===== config.mk =====
export PLATFORM = sky130hd
export DESIGN_NAME = input_debouncer_flat
export DESIGN_NICKNAME = d
export VERILOG_FILES = /design/src/rtl/input_debouncer_if.sv /design/src/rtl/input_debouncer.sv /design/src/flat_wrapper.sv
export SDC_FILE = /design/constraint.sdc
export NUM_CORES = 1
export LEC_CHECK = 0
export ABC_AREA = 1
export CORE_MARGIN = 1.5
export CORE_UTILIZATION = 50
export DETAILED_ROUTE_END_ITERATION = 6
export GPL_TIMING_DRIVEN = 0
export PLACE_DENSITY = 0.82
export SYNTH_ARGS = -nofsm -noshare
export SYNTH_HDL_FRONTEND = slang
export SYNTH_SLANG_ARGS = --single-unit
export TNS_END_PERCENT = 1

===== constraint.sdc =====
create_clock -name clk -period 1.31 [get_ports clk]
set_input_delay 0.1965 -clock clk [delete_from_list [all_inputs] [get_ports clk]]
set_output_delay 0.1965 -clock clk [all_outputs]
set_load 0.005 [all_outputs]

===== src/rtl/input_debouncer_if.sv =====
`default_nettype none
// ============================================================================
// Module  : input_debouncer_if
// Brief   : Signal bundle between a raw-level source and input_debouncer.
// Revision: 1.0
// ============================================================================
interface input_debouncer_if #(
  parameter int GLITCH_W = 8
);
  logic                raw_i;
  logic                d_o;
  logic                rise_o;
  logic                fall_o;
  logic                busy_o;
  logic [GLITCH_W-1:0] glitch_cnt_o;

  // Source of the raw level; observer of the conditioned outputs.
  modport master (
    output raw_i,
    input  d_o, rise_o, fall_o, busy_o, glitch_cnt_o
  );

  modport slave (
    input  raw_i,
    output d_o, rise_o, fall_o, busy_o, glitch_cnt_o
  );
endinterface
`default_nettype wire


===== src/rtl/input_debouncer.sv =====
`default_nettype none
// ============================================================================
// Module  : input_debouncer
// Brief   : Synchronizer + debounce FSM with edge pulses and glitch counter.
// Revision: 1.0
// ============================================================================
module input_debouncer #(
  parameter int SYNC_STAGES     = 2,
  parameter int DEBOUNCE_CYCLES = 4,
  parameter bit RESET_VALUE     = 1'b0,
  parameter int GLITCH_W        = 8
) (
  input  wire logic          clk,
  input  wire logic          reset,
  input_debouncer_if.slave   dbif
);

  localparam int                CNT_W        = $clog2(DEBOUNCE_CYCLES + 1);
  localparam logic [CNT_W-1:0]  C_CNT_ONE    = CNT_W'(1);
  localparam logic [CNT_W-1:0]  C_CNT_LAST   = CNT_W'(DEBOUNCE_CYCLES - 1);
  localparam logic [GLITCH_W-1:0] C_GLITCH_MAX = '1;

  typedef enum logic [1:0] {
    ST_STABLE_LO = 2'd0,
    ST_PEND_HI   = 2'd1,
    ST_STABLE_HI = 2'd2,
    ST_PEND_LO   = 2'd3
  } state_t;

  localparam state_t C_RESET_STATE = RESET_VALUE ? ST_STABLE_HI : ST_STABLE_LO;

  logic [SYNC_STAGES-1:0] r_sync;
  logic                   w_sync_q;

  state_t                 r_state, w_state_nxt;
  logic [CNT_W-1:0]       r_cnt, w_cnt_nxt;
  logic                   r_d, w_d_nxt;
  logic                   r_rise, w_rise_nxt;
  logic                   r_fall, w_fall_nxt;
  logic                   r_busy, w_busy_nxt;
  logic [GLITCH_W-1:0]    r_glitch, w_glitch_nxt;

  always_ff @(posedge clk) begin
    if (reset) begin
      r_sync <= {SYNC_STAGES{RESET_VALUE}};
    end else begin
      r_sync <= {r_sync[SYNC_STAGES-2:0], dbif.raw_i};
    end
  end

  assign w_sync_q = r_sync[SYNC_STAGES-1];

  always_ff @(posedge clk) begin
    if (reset) begin
      r_state  <= C_RESET_STATE;
      r_cnt    <= '0;
      r_d      <= RESET_VALUE;
      r_rise   <= 1'b0;
      r_fall   <= 1'b0;
      r_busy   <= 1'b0;
      r_glitch <= '0;
    end else begin
      r_state  <= w_state_nxt;
      r_cnt    <= w_cnt_nxt;
      r_d      <= w_d_nxt;
      r_rise   <= w_rise_nxt;
      r_fall   <= w_fall_nxt;
      r_busy   <= w_busy_nxt;
      r_glitch <= w_glitch_nxt;
    end
  end

  always_comb begin
    w_state_nxt  = r_state;
    w_cnt_nxt    = r_cnt;
    w_d_nxt      = r_d;
    w_rise_nxt   = 1'b0;
    w_fall_nxt   = 1'b0;
    w_glitch_nxt = r_glitch;

    case (r_state)
      ST_STABLE_LO: begin
        if (w_sync_q) begin
          if (DEBOUNCE_CYCLES == 1) begin
            w_state_nxt = ST_STABLE_HI;
            w_d_nxt     = 1'b1;
            w_rise_nxt  = 1'b1;
          end else begin
            w_state_nxt = ST_PEND_HI;
            w_cnt_nxt   = C_CNT_ONE;
          end
        end
      end
      ST_PEND_HI: begin
        if (!w_sync_q) begin
          w_state_nxt = ST_STABLE_LO;
          w_cnt_nxt   = '0;
          if (r_glitch != C_GLITCH_MAX) w_glitch_nxt = r_glitch + 1'b1;
        end else if (r_cnt == C_CNT_LAST) begin
          w_state_nxt = ST_STABLE_HI;
          w_cnt_nxt   = '0;
          w_d_nxt     = 1'b1;
          w_rise_nxt  = 1'b1;
        end else begin
          w_cnt_nxt = r_cnt + C_CNT_ONE;
        end
      end
      ST_STABLE_HI: begin
        if (!w_sync_q) begin
          if (DEBOUNCE_CYCLES == 1) begin
            w_state_nxt = ST_STABLE_LO;
            w_d_nxt     = 1'b0;
            w_fall_nxt  = 1'b1;
          end else begin
            w_state_nxt = ST_PEND_LO;
            w_cnt_nxt   = C_CNT_ONE;
          end
        end
      end
      ST_PEND_LO: begin
        if (w_sync_q) begin
          w_state_nxt = ST_STABLE_HI;
          w_cnt_nxt   = '0;
          if (r_glitch != C_GLITCH_MAX) w_glitch_nxt = r_glitch + 1'b1;
        end else if (r_cnt == C_CNT_LAST) begin
          w_state_nxt = ST_STABLE_LO;
          w_cnt_nxt   = '0;
          w_d_nxt     = 1'b0;
          w_fall_nxt  = 1'b1;
        end else begin
          w_cnt_nxt = r_cnt + C_CNT_ONE;
        end
      end
      default: begin
        w_state_nxt = C_RESET_STATE;
        w_cnt_nxt   = '0;
      end
    endcase

    // busy tracks the state being entered so it stays aligned with r_state.
    w_busy_nxt = (w_state_nxt == ST_PEND_HI) || (w_state_nxt == ST_PEND_LO);
  end

  assign dbif.d_o          = r_d;
  assign dbif.rise_o       = r_rise;
  assign dbif.fall_o       = r_fall;
  assign dbif.busy_o       = r_busy;
  assign dbif.glitch_cnt_o = r_glitch;

endmodule
`default_nettype wire


===== src/flat_wrapper.sv =====
// flat-port wrapper written by rule: the top's interface ports become plain ports
module input_debouncer_flat 
#(
  parameter int SYNC_STAGES     = 2,
  parameter int DEBOUNCE_CYCLES = 4,
  parameter bit RESET_VALUE     = 1'b0,
  parameter int GLITCH_W        = 8
)
  (clk, reset, dbif_raw_i, dbif_d_o, dbif_rise_o, dbif_fall_o, dbif_busy_o, dbif_glitch_cnt_o);
  input_debouncer_if #(.GLITCH_W(GLITCH_W)) dbif_i ();
  input  wire logic clk;
  input  wire logic reset;
  input wire logic [$bits(dbif_i.raw_i)-1:0] dbif_raw_i;
  output wire logic [$bits(dbif_i.d_o)-1:0] dbif_d_o;
  output wire logic [$bits(dbif_i.rise_o)-1:0] dbif_rise_o;
  output wire logic [$bits(dbif_i.fall_o)-1:0] dbif_fall_o;
  output wire logic [$bits(dbif_i.busy_o)-1:0] dbif_busy_o;
  output wire logic [$bits(dbif_i.glitch_cnt_o)-1:0] dbif_glitch_cnt_o;
  assign dbif_i.raw_i = dbif_raw_i;
  assign dbif_d_o = dbif_i.d_o;
  assign dbif_rise_o = dbif_i.rise_o;
  assign dbif_fall_o = dbif_i.fall_o;
  assign dbif_busy_o = dbif_i.busy_o;
  assign dbif_glitch_cnt_o = dbif_i.glitch_cnt_o;
  input_debouncer #(.SYNC_STAGES(SYNC_STAGES), .DEBOUNCE_CYCLES(DEBOUNCE_CYCLES), .RESET_VALUE(RESET_VALUE), .GLITCH_W(GLITCH_W)) u_core (.clk(clk), .reset(reset), .dbif(dbif_i));
endmodule

After elaboration in Yosys (flattened, before gate mapping)
Index checks and enable logic that the tools add are counted.
{"block": "classes", "mux": 23, "addsub": 2, "eq_ne": 15, "n_reduce_logical": 8, "bitwise_logic": 3}
{"operator": "8-bit two-way mux", "n": 3}
{"operator": "8-bit case mux with 2 select lines", "n": 1}
{"operator": "3-bit two-way mux", "n": 5}
{"operator": "2-bit two-way mux", "n": 6}
{"operator": "3-bit case mux with 4 select lines", "n": 1}
{"operator": "2-bit by 1-bit != test with 1-bit output (second input constant)", "n": 5}
{"operator": "8-bit by 1-bit adder with 8-bit output (second input constant)", "n": 1}
{"operator": "8-bit != test (second input constant)", "n": 1}
{"operator": "2-bit case mux with 4 select lines", "n": 1}
{"operator": "2-bit == test (second input constant)", "n": 3}
{"operator": "2-bit != test (second input constant)", "n": 3}
{"operator": "3-bit OR reduction", "n": 2}
{"operator": "1-bit two-way mux", "n": 5}
{"operator": "5-bit AND reduction", "n": 1}
{"operator": "2-bit by 1-bit == test with 1-bit output (second input constant)", "n": 2}
{"operator": "3-bit by 1-bit adder with 3-bit output (second input constant)", "n": 1}
{"operator": "3-bit by 2-bit == test with 1-bit output (second input constant)", "n": 1}
{"operator": "1-bit NOT", "n": 3}
{"operator": "3-bit AND reduction", "n": 1}
{"operator": "2-bit logical NOT", "n": 1}
{"operator": "1-bit case mux with 2 select lines", "n": 1}
{"operator": "2-bit AND reduction", "n": 1}
{"operator": "2-bit nonzero test", "n": 1}
{"operator": "1-bit logical OR", "n": 1}
{"block": "word_totals", "wordCells": 59, "inputBits": 3, "out_inout_bits": 12, "reg_bits": 19}

Depth between registers and ports, before layout
{"block": "depth", "word_depth": 6, "depth_mapped": 7, "mapped_depth_nobuf": 7}

Worst setup path after synthesis
OpenSTA, ideal clock, no wires.
{"block": "synth_timing", "path_type": "register to register", "startpoint": "register u_core.r_glitch[0] (netlist: u_core.dbif.glitch_cnt_o[0])", "endpoint": "register u_core.r_glitch[3] (netlist: u_core.dbif.glitch_cnt_o[3])", "t_required_ps": 1239, "arrival_time_ps": 1168, "period_less_slack_ps": 1238, "slack_ps": 72, "n_path_buf": 0, "stages_incl_launch_ff": 8, "setup_time_ps": 71, "path_cell_list": "dfxtp_1 > ha_1 > nand3_2 > clkinv_1 > nand3_2 > nand2_4 > nand2_1 > a21oi_1"}
{"block": "synth_between", "elab_chain_len": 4, "word_cells_on_any_way": 6, "classes_between": "1 x add/sub; 1 x eq/ne; 4 x mux"}
{"item": "from (decl)", "line": "input_debouncer.sv:41", "rtl": "logic [GLITCH_W-1:0] r_glitch, w_glitch_nxt;"}
{"item": "from (signal assigned)", "line": "input_debouncer.sv:69", "rtl": "r_glitch <= w_glitch_nxt;"}
{"item": "8-bit by 1-bit adder with 8-bit output / 8-bit != test (equally long branches)", "line": "input_debouncer.sv:98, input_debouncer.sv:124"}
{"item": "8-bit two-way mux (*)", "line": "input_debouncer.sv:98, input_debouncer.sv:124"}
{"item": "8-bit two-way mux, on equally long branches", "line": "input_debouncer.sv:121, input_debouncer.sv:95"}
{"item": "8-bit case mux with 2 select lines (*)", "line": "input_debouncer.sv:81", "rtl": "case (r_state)"}
Every way passes the cells marked *; elsewhere a longest branch is shown, timed or not. The select of a mux whose other input is x is not followed.
A chain may end at the register's enable or synchronous reset.

Final worst setup path
{"block": "layout_timing", "startpoint": "register u_core.r_glitch[5] (netlist: u_core.dbif.glitch_cnt_o[5])", "endpoint": "register u_core.r_glitch[7] (netlist: u_core.dbif.glitch_cnt_o[7])"}
The elaborated chain is that of the path after synthesis.

==> parameters.txt <==
Parameter                              Value

Floorplan
  Die height ... 45.2 microns
  Die ar. ... 2040 sq um
  Initial core utilization ... 0.522
  Placeable core region ... 1710 sq um
  Placement row count ... 15
  Horizontal die dimension ... roughly 45 microns
  Number of primary I/O pins ... 15

STA
  Hold Vio Cnt, Final ... 0
  Time the worst path needs with I/O delays and setup ... 1270 ps
  Fin Setup TNS ... 0 ps
  Largest clock skew in the final design ... 1.01 ps
  Measured slew at the worst slew-check pin ... 480 ps
  Final slew viol count ... 0
  Part of the cycle the worst path needs ... 0.968
  Worst-case headroom to the max-slew limit ... 0.680
  Final Setup Violations ... 0
  Fmax ... a little under 800 MHz
  RSZ-0062 raised after global routing ... yes

Min path
  Worst min-delay path class ... input pin to register
  Hold endpoint ... u_core.r_sync[0]
  Hold path startpoint ... dbif_raw_i
  Count of cells along the worst hold path ... 3

Place
  IO buf count ... 14
  Placed wire-length estimate after detailed placement ... 1.33 mm
  Instance area at placement ... around 1100 sq um
  RD Place Congestion ... between 0.8 and 0.9

Outcome
  Status ... finished clean

Pwr
  Proportion of power drawn by flip-flops and latches ... 0.618
  Comb power frac ... 0.061
  Clock power frac ... 0.322
  Power consumption ... between 0.9 and 1 mW
  Net Sw Frac ... 0.245
  Net switching component of the power ... 0.231 mW
  Cell area power density ... 801 nW/um^2
  Leak ... between 0.5 and 0.6 nW
  Cell internal pwr ... 0.712 mW
  Worst vdd ir ... 775 uV

Logic synthesis
  Count of mapped cells out of synthesis ... 127
  Synth Area per Inst ... 7.01 sq um
  Proportion of synthesized chip area in sequential cells ... 0.427
  Yosys Warn Count ... 0
  Library cells used by synthesis ... 20
  Count of state elements after synthesis ... 19
  Post-Synthesis Cell Area ... ~900 sq um
  Synthesized Nets ... 132

Clock tree
  Number of buffers added by the clock tree synthesis step ... 3
  Clock latency of the later-clocked register in the worst-skew pair ... approximately 300 ps
  Clock sink count ... 19
  Post-CTS clock slew at the launch and capture registers of the worst setup and hold paths ... 110 ps
  H-tree depth ... 1
  Clk Tree Root Cell ... sky130_fd_sc_hd__clkbuf_4
  TritonCTS clock tree ... done
  Hold_buf cts ... 0
  Longest Clk Path Bufs ... 2

Global routing
  Maximum number of pins on one net before global-route repair ... 12
  First-pass GRT wire length ... 3.11 mm
  Total congestion overflow ... 0
  Number of antenna violations at the first check in global routing ... 0
  Number of global-route vias before repair ... about 760
  Total global routing track utilization ... 0.212

Detailed routing
  DRC violation count after routing ... 0
  Number of routed nets with antenna violations ... 0
  Total wire length ... 2.05 mm
  Vias per std cell ... 5.11
  Routed wire per std cell ... approximately 12 microns
  Number of detailed-routing iterations run before antenna repair ... 4
  Violation count after the first detailed-routing iteration ... 44
  Number of vias in the routed layout ... 895

Setup path
  Setup crit end kind ... register
  Reg-to-reg setup timing slack ... between 40 and 50 ps
  Arrival time at the worst endpoint ... roughly 1500 ps
  Worst setup path category ... register to register
  Top fanout value on the critical path ... 6
  Beginning of the worst register-to-register path ... u_core.dbif.glitch_cnt_o[5]
  Setup crit start kind ... register
  Data required time of the worst path ... between 1000 and 1500 ps
  Number of cell instances on the worst register-to-register path ... 8
  Critical register-to-register path endpoint ... u_core.dbif.glitch_cnt_o[7]

Finish
  Total of fill cells in the finished design ... 140
  Share of post-route cells with drive strength above 1 ... 0.220
  Final layout net count ... roughly 160
  Area added between synthesis and finish ... 32.2%
  Commonest cells after routing, fill and taps aside ... sky130_fd_sc_hd__nand2_1 (33), sky130_fd_sc_hd__inv_1 (18), sky130_fd_sc_hd__nor2_1 (17)
  Number of inserted diodes ... 0
  Most frequent standard cell in the layout excluding fill and tap cells ... sky130_fd_sc_hd__nand2_1
  Finished Cell Area ... 1180 sq um

Flow run
  Max_cap viols ... 0
[kinds of logic after synthesis]
| logic type | Yosys count | share of synthesized area |
|---|---|---|
| and+or+nand+nor | 71 | 0.369 |
| buffers and inverters | 20 | 0.0843 |
| DFF | 19 | 0.427 |
| AOI/OAI and AO/OA | 14 | 0.0815 |
| adders and majority gates | 2 | 0.0281 |
| xor gates and xnor gates | 1 | 0.00983 |
[through the flow]
stage	util	hold slack (ps)	cells	setup slack, ps
after CTS	0.667	395	175	24.8
after detailed placement	0.622	399	166	-66.8
after global placement	0.622	390	166	-41.9
after global routing	0.689	417	175	-30.3
after floorplan	-	275	127	71.8
final	0.689	399	175	42.4
[worst max-delay path, stage by stage (launching register included)]
cell	delay, ps
sky130_fd_sc_hd__dfxtp_4	360
sky130_fd_sc_hd__buf_4	130
sky130_fd_sc_hd__nand2_1	80
sky130_fd_sc_hd__inv_1	110
sky130_fd_sc_hd__nand2_1	70
sky130_fd_sc_hd__nor2_1	190
sky130_fd_sc_hd__nor2_4	80
sky130_fd_sc_hd__nand2_1	80
sky130_fd_sc_hd__a21oi_1	50
[power by group through the flow]
stage	sequential, mW	clock (mW)	combinational, mW
after floorplan	0.605	0	0.0307
after global routing	0.584	0.326	0.0652
after detailed placement	0.606	0	0.0516
after global placement	0.605	0	0.0496
after CTS	0.583	0.315	0.0523
final	0.583	0.304	0.0571
[timing repair]
item / 4_1_cts / 5_1_grt
pin swaps: 0 / 1
buffers inserted: 5 / 0
endpoints found under the setup margin: 20 / 13
gates resized for setup: 28 / 12
[worst max-delay path by stage]
stage,slack (ps),start,cells after the start,end
3_3_place_gp,-40,reset,3,u_core.dbif.rise_o
5_1_grt,-30,u_core.dbif.glitch_cnt_o[5],8,u_core.dbif.glitch_cnt_o[1]
2_1_floorplan,70,u_core.dbif.glitch_cnt_o[0],7,u_core.dbif.glitch_cnt_o[3]
4_1_cts,20,u_core.dbif.glitch_cnt_o[0],7,u_core.dbif.glitch_cnt_o[1]
6_report,40,u_core.dbif.glitch_cnt_o[5],8,u_core.dbif.glitch_cnt_o[7]
3_5_place_dp,-70,u_core.dbif.glitch_cnt_o[0],7,u_core.dbif.glitch_cnt_o[6]
[cells in the mapped netlist]
| master | n | area [sq um] |
|---|---|---|
| sky130_fd_sc_hd__dfxtp_1 | 19 | 380 |
| sky130_fd_sc_hd__ha_1 | 2 | 25.0 |
| sky130_fd_sc_hd__nor2_2 | 1 | 6.26 |
| sky130_fd_sc_hd__nor2_1 | 18 | 67.6 |
| sky130_fd_sc_hd__a211oi_1 | 1 | 7.51 |
| sky130_fd_sc_hd__nand2_1 | 34 | 128 |
| sky130_fd_sc_hd__nand3_2 | 3 | 30.0 |
| sky130_fd_sc_hd__xor2_1 | 1 | 8.76 |
| sky130_fd_sc_hd__nand2_4 | 2 | 22.5 |
| sky130_fd_sc_hd__nor2_4 | 1 | 11.3 |
| sky130_fd_sc_hd__nor4_1 | 1 | 6.26 |
| sky130_fd_sc_hd__clkbuf_1 | 1 | 3.75 |
| sky130_fd_sc_hd__clkinv_1 | 1 | 3.75 |
| sky130_fd_sc_hd__nand2_2 | 1 | 6.26 |
| sky130_fd_sc_hd__o21ai_0 | 5 | 25.0 |
| sky130_fd_sc_hd__nand4_1 | 1 | 6.26 |
| sky130_fd_sc_hd__nand3_1 | 8 | 40.0 |
| sky130_fd_sc_hd__nor3_1 | 1 | 5.00 |
| sky130_fd_sc_hd__a21oi_1 | 8 | 40.0 |
| sky130_fd_sc_hd__inv_1 | 18 | 67.6 |
[layer usage]
metal	vias to the layer above	wire, microns	track usage
li1	443	-	-
met1	417	899	0.279
met2	29	1010	0.334
met3	6	98	0.0280
met4	0	42	0.118
met5	-	0	0
[cell type report]
cell class              count  area [sq um]  area share
multi-input cells          88           473       0.402
flip-flops and latches     19           408       0.346
inverters                  19          71.3      0.0606
repair buffers             19           163       0.138
clock buffers               3          22.5      0.0191
plain buffers               1          3.75     0.00319
clock inverters             1          5.00     0.00425
well taps                  25          31.3      0.0266
[registers in the layout, summed over array words and instances, names as in the netlist]
register and cells:
u_core.dbif.busy_o 1, u_core.dbif.d_o 1, u_core.dbif.fall_o 1, u_core.dbif.glitch_cnt_o 8, u_core.dbif.rise_o 1, u_core.r_cnt 3, u_core.r_state 2, u_core.r_sync 2
Power figures use the tool's default switching activity.
